`src/rtl/instr_fetch_unit.sv`:
```
// Fetch stage: holds the PC, requests words from instruction memory and hands IR/PC/opcode to decode.
// Optional macro IFU_MISALIGN_CHECK_EN traps misaligned redirects in FAULT instead of aligning them.
module instr_fetch_unit #(
    parameter int unsigned       XLEN      = 32,
    parameter logic [XLEN-1:0]   RESET_PC  = '0,
    parameter logic [31:0]       NOP_INSTR = 32'h0000_0013
) (
    input  logic            clk,
    input  logic            rst_n,
    output logic            imem_req_valid,
    input  logic            imem_req_ready,
    output logic [XLEN-1:0] imem_req_addr,
    input  logic            imem_rsp_valid,
    input  logic [31:0]     imem_rsp_data,
    input  logic            redirect_valid,
    input  logic [XLEN-1:0] redirect_pc,
    output logic            ir_valid,
    input  logic            ir_ready,
    output logic [31:0]     ir_instr,
    output logic [XLEN-1:0] ir_pc,
    output logic [6:0]      ir_opcode,
    output logic            fetch_fault
);

    typedef enum logic [1:0] {
        S_REQ,
        S_WAIT,
        S_HOLD,
        S_FAULT
    } state_t;

    localparam logic [XLEN-1:0] WORD_MASK = {{(XLEN-2){1'b1}}, 2'b00};

    state_t          state;
    state_t          state_next;
    logic [XLEN-1:0] pc;
    logic [XLEN-1:0] pc_next;
    logic            discard;
    logic            discard_next;
    logic            ir_valid_next;
    logic [31:0]     ir_instr_next;
    logic [XLEN-1:0] ir_pc_next;
    logic            req_fire;
    logic            misaligned;
    logic [XLEN-1:0] target;

    assign req_fire  = imem_req_valid & imem_req_ready;
    assign ir_opcode = ir_instr[6:0];

`ifdef IFU_MISALIGN_CHECK_EN
    assign misaligned = redirect_valid && (redirect_pc[1:0] != 2'b00);
    assign target     = redirect_pc;
`else
    assign misaligned = 1'b0;
    assign target     = redirect_pc & WORD_MASK;
`endif

    // Redirect outranks every other event; a redirect that lands while a request is
    // in flight marks that response for dropping via the discard flag.
    always_comb begin
        state_next    = state;
        pc_next       = pc;
        discard_next  = discard;
        ir_valid_next = ir_valid;
        ir_instr_next = ir_instr;
        ir_pc_next    = ir_pc;

        if (misaligned) begin
            pc_next       = target;
            state_next    = S_FAULT;
            ir_valid_next = 1'b0;
            discard_next  = 1'b0;
            if (state == S_HOLD) begin
                ir_instr_next = NOP_INSTR;
            end
        end else begin
            case (state)
                S_REQ: begin
                    if (redirect_valid) begin
                        pc_next = target;
                        if (req_fire) begin
                            discard_next = 1'b1;
                            state_next   = S_WAIT;
                        end
                    end else if (req_fire) begin
                        state_next = S_WAIT;
                    end
                end
                S_WAIT: begin
                    if (redirect_valid) begin
                        pc_next = target;
                        if (imem_rsp_valid) begin
                            discard_next = 1'b0;
                            state_next   = S_REQ;
                        end else begin
                            discard_next = 1'b1;
                        end
                    end else if (imem_rsp_valid) begin
                        if (discard) begin
                            discard_next = 1'b0;
                            state_next   = S_REQ;
                        end else begin
                            ir_instr_next = imem_rsp_data;
                            ir_pc_next    = pc;
                            ir_valid_next = 1'b1;
                            state_next    = S_HOLD;
                        end
                    end
                end
                S_HOLD: begin
                    if (redirect_valid) begin
                        ir_valid_next = 1'b0;
                        ir_instr_next = NOP_INSTR;
                        pc_next       = target;
                        state_next    = S_REQ;
                    end else if (ir_ready) begin
                        ir_valid_next = 1'b0;
                        pc_next       = pc + XLEN'(4);
                        state_next    = S_REQ;
                    end
                end
                S_FAULT: begin
                    if (redirect_valid) begin
                        pc_next    = target;
                        state_next = S_REQ;
                    end
                end
                default: begin
                    state_next = S_REQ;
                end
            endcase
        end
    end

    // Request outputs are registered from the next-state values so they change
    // one edge after the decision, including the first rise after reset.
    always_ff @(posedge clk or negedge rst_n) begin
        if (!rst_n) begin
            state          <= S_REQ;
            pc             <= RESET_PC;
            discard        <= 1'b0;
            imem_req_valid <= 1'b0;
            imem_req_addr  <= RESET_PC;
            ir_valid       <= 1'b0;
            ir_instr       <= NOP_INSTR;
            ir_pc          <= RESET_PC;
        end else begin
            state          <= state_next;
            pc             <= pc_next;
            discard        <= discard_next;
            imem_req_valid <= (state_next == S_REQ);
            imem_req_addr  <= pc_next;
            ir_valid       <= ir_valid_next;
            ir_instr       <= ir_instr_next;
            ir_pc          <= ir_pc_next;
        end
    end

`ifdef IFU_MISALIGN_CHECK_EN
    logic fault_q;

    always_ff @(posedge clk or negedge rst_n) begin
        if (!rst_n) begin
            fault_q <= 1'b0;
        end else begin
            fault_q <= (state_next == S_FAULT);
        end
    end

    assign fetch_fault = fault_q;
`else
    assign fetch_fault = 1'b0;
`endif

endmodule

```
`config.mk`:
```
export PLATFORM = sky130hd
export DESIGN_NAME = instr_fetch_unit
export DESIGN_NICKNAME = d
export VERILOG_FILES = /design/src/rtl/instr_fetch_unit.sv
export SDC_FILE = /design/constraint.sdc
export NUM_CORES = 1
export LEC_CHECK = 0
export ABC_AREA = 1
export CORE_UTILIZATION = 49
export CTS_CLUSTER_DIAMETER = 40
export CTS_CLUSTER_SIZE = 16
export DETAILED_ROUTE_END_ITERATION = 8
export PLACE_DENSITY = 0.83
export SLEW_MARGIN = 30
export SYNTH_ARGS = -nofsm -noshare
export SYNTH_HDL_FRONTEND = slang
export SYNTH_SLANG_ARGS = --single-unit
export TNS_END_PERCENT = 1
```
`constraint.sdc`:
```
create_clock -name clk -period 4.25 [get_ports clk]
set_input_delay 0.85 -clock clk [delete_from_list [all_inputs] [get_ports clk]]
set_output_delay 0.85 -clock clk [all_outputs]
set_load 0.01 [all_outputs]
```
### Word-level counts from Yosys, hierarchy flattened

Index checks and enable logic that the tools add are counted.

| word-level totals | value |
|---|---|
| output and inout port bits | 106 |
| input bits | 70 |
| register bits | 101 |
| word-level logic and storage cells | 63 |

| operators by class | value |
|---|---|
| equality and inequality tests | 12 |
| reduce and logical (&&, ||, !) cells | 10 |
| bitwise gates (word level) | 3 |
| $add $sub $neg | 1 |
| muxes and demuxes | 30 |

Operators by type and width:

| cell | number |
|---|---|
| 2-to-1 mux 32 bit | 7 |
| one-hot mux 32 bit (2 select lines) | 2 |
| adder 32 x 3 -> 32 bit, second input constant | 1 |
| 2-to-1 mux 2 bit | 8 |
| != test 2 bit, second input constant | 6 |
| 2-to-1 mux 1 bit | 10 |
| AND reduction 5 bit | 2 |
| one-hot mux 2 bit (4 select lines) | 1 |
| AND reduction 4 bit | 2 |
| != test 3 bit, second input constant | 2 |
| equality test 2 bit, second input constant | 2 |
| logical NOT 2 bit | 2 |
| one-hot mux 1 bit (2 select lines) | 2 |
| nonzero test 2 bit | 2 |
| OR reduction 3 bit | 1 |
| equality test 2 x 1 -> 1 bit, second input constant | 1 |
| != test 2 x 1 -> 1 bit, second input constant | 1 |
| inverter 1 bit | 2 |
| AND reduction 2 bit | 1 |
| bitwise AND 1 bit | 1 |

### Logic depth before layout (Yosys ltp)

| depth | value |
|---|---|
| depth in word-level cells | 5 |
| mapped depth | 10 |

### Worst setup path before layout

Ideal clock, no wire load.

| timing | value |
|---|---|
| path type | input port to flip-flop |
| from | input port redirect_valid |
| to | register ir_instr[6] |
| path slack | 2552 ps |
| required time | 4133 ps |
| stages on the path | 7 |
| arrival | 1581 ps |
| path through | inv_2 nand4_4 inv_2 o21ai_2 buf_4 nand2_1 nand2_1 |

| on the way | value |
|---|---|
| word-level cells in the longest chain between the ends | 2 |
| elaborated cells between the ends (all ways) | 3 |
| classes of those cells | eq/ne (2); reduce/logical (1) |

Ends and longest elaborated chain:

| what | line | RTL |
|---|---|---|
| start, declared | 15 | `input logic redirect_valid,` |
| != test 2 bit (no line) | - |  |
| AND reduction 5 bit (no line) * | - |  |
| end signal, assigned | 154 | `ir_instr <= ir_instr_next;` |
| end, declared | 19 | `output logic [31:0] ir_instr,` |

Every way passes the cells marked *; elsewhere a longest branch is shown, timed or not.
A chain may end at the register's enable or synchronous reset.

### Worst setup path after layout

| timing | value |
|---|---|
| from | input port redirect_valid |
| to | register pc[19] |

| on the way | value |
|---|---|
| word-level cells in the longest chain between the ends | 2 |
| elaborated cells between the ends (all ways) | 5 |
| classes of those cells | eq/ne (2); mux (2); reduce/logical (1) |

Ends and longest elaborated chain:

| what | line | RTL |
|---|---|---|
| 2-to-1 mux 32 bit (tied with other cells) | 111 | `if (redirect_valid) begin` |
| one-hot mux 32 bit (2 select lines) / AND reduction 2 bit (equally long branches) | - |  |
| end signal, assigned | 149 | `pc <= pc_next;` |
| end, declared | 36 | `logic [XLEN-1:0] pc;` |

Several ways; a longest one is shown, not always the timed one.

==> impl_metrics.csv <==
group,metric,value,unit
status,run_status,"finished, final reports clean",
cts,tritoncts,"yes",
finish,post_route_cells_drive_above_1_share,5.16,%
sta,fin_crit_sh,71.3,%
cts,numCtsBuffers,9,
route,detail_route.wl_per_cell,15.2,µm
placement,placement.io_buffers,168,
worst_setup_path,critical_path.startpoint_type,"input pin",
placement,placed_cell_area,0.00660,mm²
worst_setup_path,critical_path_peak_fanout,36,
yosys,ys_types,34,
cts,insertion_delay,370,ps
sta,grt_setup_unrepaired,"false",
floorplanning,core-area,0.00977,mm²
sta,finalClockSkew,15.5,ps
power_and_ir_drop,power_density_over_the_cells,541,mW/mm²
route,detail_route.first_pass.iterations,7,
yosys,synth_area,0.00493,mm²
grt,grt_start_max_net_pins,72,
placement,gp_congestion,0.946,
route,route.detailed.vias_per_inst,5.17,
sta,slew_violations,0,
floorplanning,top_level_ports,176,
cts,clk_transition_reported_paths,90,ps
finish,area_occupied_by_multi_input_gates,0.00210,mm²
yosys,synth_sequential_area_ratio,49.4,%
finish,syn2layout_area_growth,37.7,%
job,number_of_maximum_capacitance_constraint_violations,0,
cts,post_cts.resized_instances,0,
yosys,synthesis.instances,657,
floorplanning,placement_rows,36,
grt,grt_pass1_vias,4594,
yosys,synthesis.area_per_instance,7.50,µm²
floorplanning,die_y,102,µm
cts,post_cts_setup_bufs,0,
route,post-route-drc-count,0,
route,dr_total_vias,4894,
sta,setup_violations,0,
cts,ctsRootBufferMaster,"sky130_fd_sc_hd__clkbuf_8",
power_and_ir_drop,leakage,3.20,nW
cts,clk_path_buf_depth,2,
power_and_ir_drop,worst_ir_drop_vdd,0.291,mV
worst_setup_path,required,4500,ps
yosys,synth-seq-cells,97,
finish,stdcell_area,0.00678,mm²
route,first_iter_violations,318,
sta,max_freq,0.330,GHz
sta,tightest_slew,840,ps
route,postRouteWirelength,14400,µm
hold_path,hold_path.class,"register to register",
grt,grt_antenna_before_repair,0,
yosys,ys.warnings.count,0,
finish,antennaDiodeCount,0,
finish,layout.area.seq,0.00243,mm²
route,antenna_violating_nets_post_route,0,
cts,clock_sink_count,97,
placement,dp_hpwl,10400,µm
worst_setup_path,critPathArrivalTime,3290,ps
cts,ctsHtreeMaxLevel,3,
finish,fillerInstances,805,
sta,period_needed,3030,ps
finish,nets,880,
cts,cts_hold_buffers,0,
floorplanning,initial_core_util,50.4,%
grt,first_pass_grt_wire_length,22200,µm
sta,fin_setup_tns,0,ps
floorplanning,die_width,102,µm
grt,grt_overflow,0,
worst_setup_path,worst_setup_path_class,"input pin to register",
sta,hold_viol,0,
floorplanning,fp.dieArea,0.0105,mm²
grt,global_route_total_usage_across_every_layer,28.0,%
finish,final_util,69.4,%
sta,max-slew-margin-rel,43.8,%
worst_setup_path,worstSetupEndpointType,"register",
-- critical path, stage by stage --
cell                              delay, ps
sky130_fd_sc_hd__clkdlybuf4s50_1        570
sky130_fd_sc_hd__inv_2                  590
sky130_fd_sc_hd__nand2_2                410
sky130_fd_sc_hd__inv_2                  450
sky130_fd_sc_hd__o21ai_0                180
sky130_fd_sc_hd__a21oi_1                160
sky130_fd_sc_hd__nor2_1                  60
-- path summary, 6_finish.rpt --
kind | startpoint | end | slack [ps] | cells after the start
worst min register to register | ir_instr[20] | ir_instr[20] | 470 | 2
min in group asynchronous | rst_n | ir_pc[22] | 480 | 1
max in group asynchronous | rst_n | pc[14] | 2940 | 2
worst max register to register | state[1] | pc[6] | 2180 | 7
worst max-delay path | redirect_valid | pc[19] | 1220 | 7
worst min-delay path | ir_instr[20] | ir_instr[20] | 470 | 2
-- routing by layer --
| layer | up-vias | part of all wire [%] | wire length [µm] | track usage [%] |
|---|---|---|---|---|
| met5 | - | 0 | 0 | 0 |
| met4 | 0 | 3.4 | 492 | 12.7 |
| met1 | 2261 | 43 | 6240 | 36.5 |
| li1 | 2351 | - | - | - |
| met3 | 33 | 8.0 | 1160 | 5.06 |
| met2 | 249 | 45 | 6510 | 45.6 |
-- metrics by stage --
stage	setup slack, ps	hold WS (ps)	std cells	power, mW
2_1_floorplan	2550	486	661	2.20
3_3_place_gp	860	452	931	3.06
3_5_place_dp	899	458	931	3.12
4_1_cts	1280	479	947	3.69
5_1_grt	1090	491	947	3.90
6_report	1220	474	947	3.67
-- logic make-up after synthesis --
| group | synth area share (%) |
|---|---|
| AND/OR/NAND/NOR | 32.9 |
| adder cells (fa/ha/maj) | 0.254 |
| XOR/XNOR | 0.178 |
| flip-flops | 49.4 |
| other | 0.0761 |
| AO/OA/AOI/OAI | 8.81 |
| buffers and inverters | 8.46 |
-- final cells by class --
| type | instances | share of cell area (%) |
|---|---|---|
| timing repair buffer | 171 | 25.1 |
| multi-input combinational | 478 | 31.0 |
| inverter | 52 | 2.88 |
| tap | 133 | 2.45 |
| clock buffer | 12 | 2.29 |
| clock inverter | 4 | 0.406 |
| sequential | 97 | 35.8 |
-- power by group --
part           internal (mW)  switching [mW]
registers               1.27           0.248
logic                  0.852           0.723
clock network          0.246           0.328
-- cells in the mapped netlist, drive strengths merged --
cell type | n | area share, %
nand3 | 40 | 4.2
nand2 | 249 | 19
a211oi | 1 | 0.15
o21bai | 5 | 0.76
o22ai | 4 | 0.51
clkbuf | 8 | 0.61
a21oi | 12 | 1.4
o21ai | 49 | 5.1
buf | 26 | 3.9
o211ai | 4 | 0.71
nor2 | 93 | 7.4
a32oi | 1 | 0.18
nand4 | 5 | 0.94
dfrtp | 94 | 48
inv | 52 | 4.0
ha | 1 | 0.25
nor3 | 5 | 0.74
nor4 | 3 | 0.51
dfstp | 3 | 1.6
xor2 | 1 | 0.18
conb | 1 | 0.076
-- sequential cells by signal (all words and copies together), names as in the netlist --
register and cells:
discard 1, imem_req_valid 1, ir_instr 32, ir_pc 30
ir_valid 1, pc 30, state 2
-- cell usage in the layout, fill, tap and decap left out, types with 5 or more instances in the layout --
| master | count |
|---|---|
| sky130_fd_sc_hd__nand2_1 | 246 |
| sky130_fd_sc_hd__nand3_1 | 39 |
| sky130_fd_sc_hd__dfrtp_1 | 94 |
| sky130_fd_sc_hd__a21oi_1 | 9 |
| sky130_fd_sc_hd__o21ai_0 | 44 |
| sky130_fd_sc_hd__inv_2 | 6 |
| sky130_fd_sc_hd__conb_1 | 5 |
| sky130_fd_sc_hd__clkbuf_8 | 11 |
| sky130_fd_sc_hd__nor2_1 | 91 |
| sky130_fd_sc_hd__clkdlybuf4s50_1 | 167 |
| sky130_fd_sc_hd__inv_1 | 46 |
| sky130_fd_sc_hd__o21bai_1 | 5 |
(Power assumes the default switching activity.)
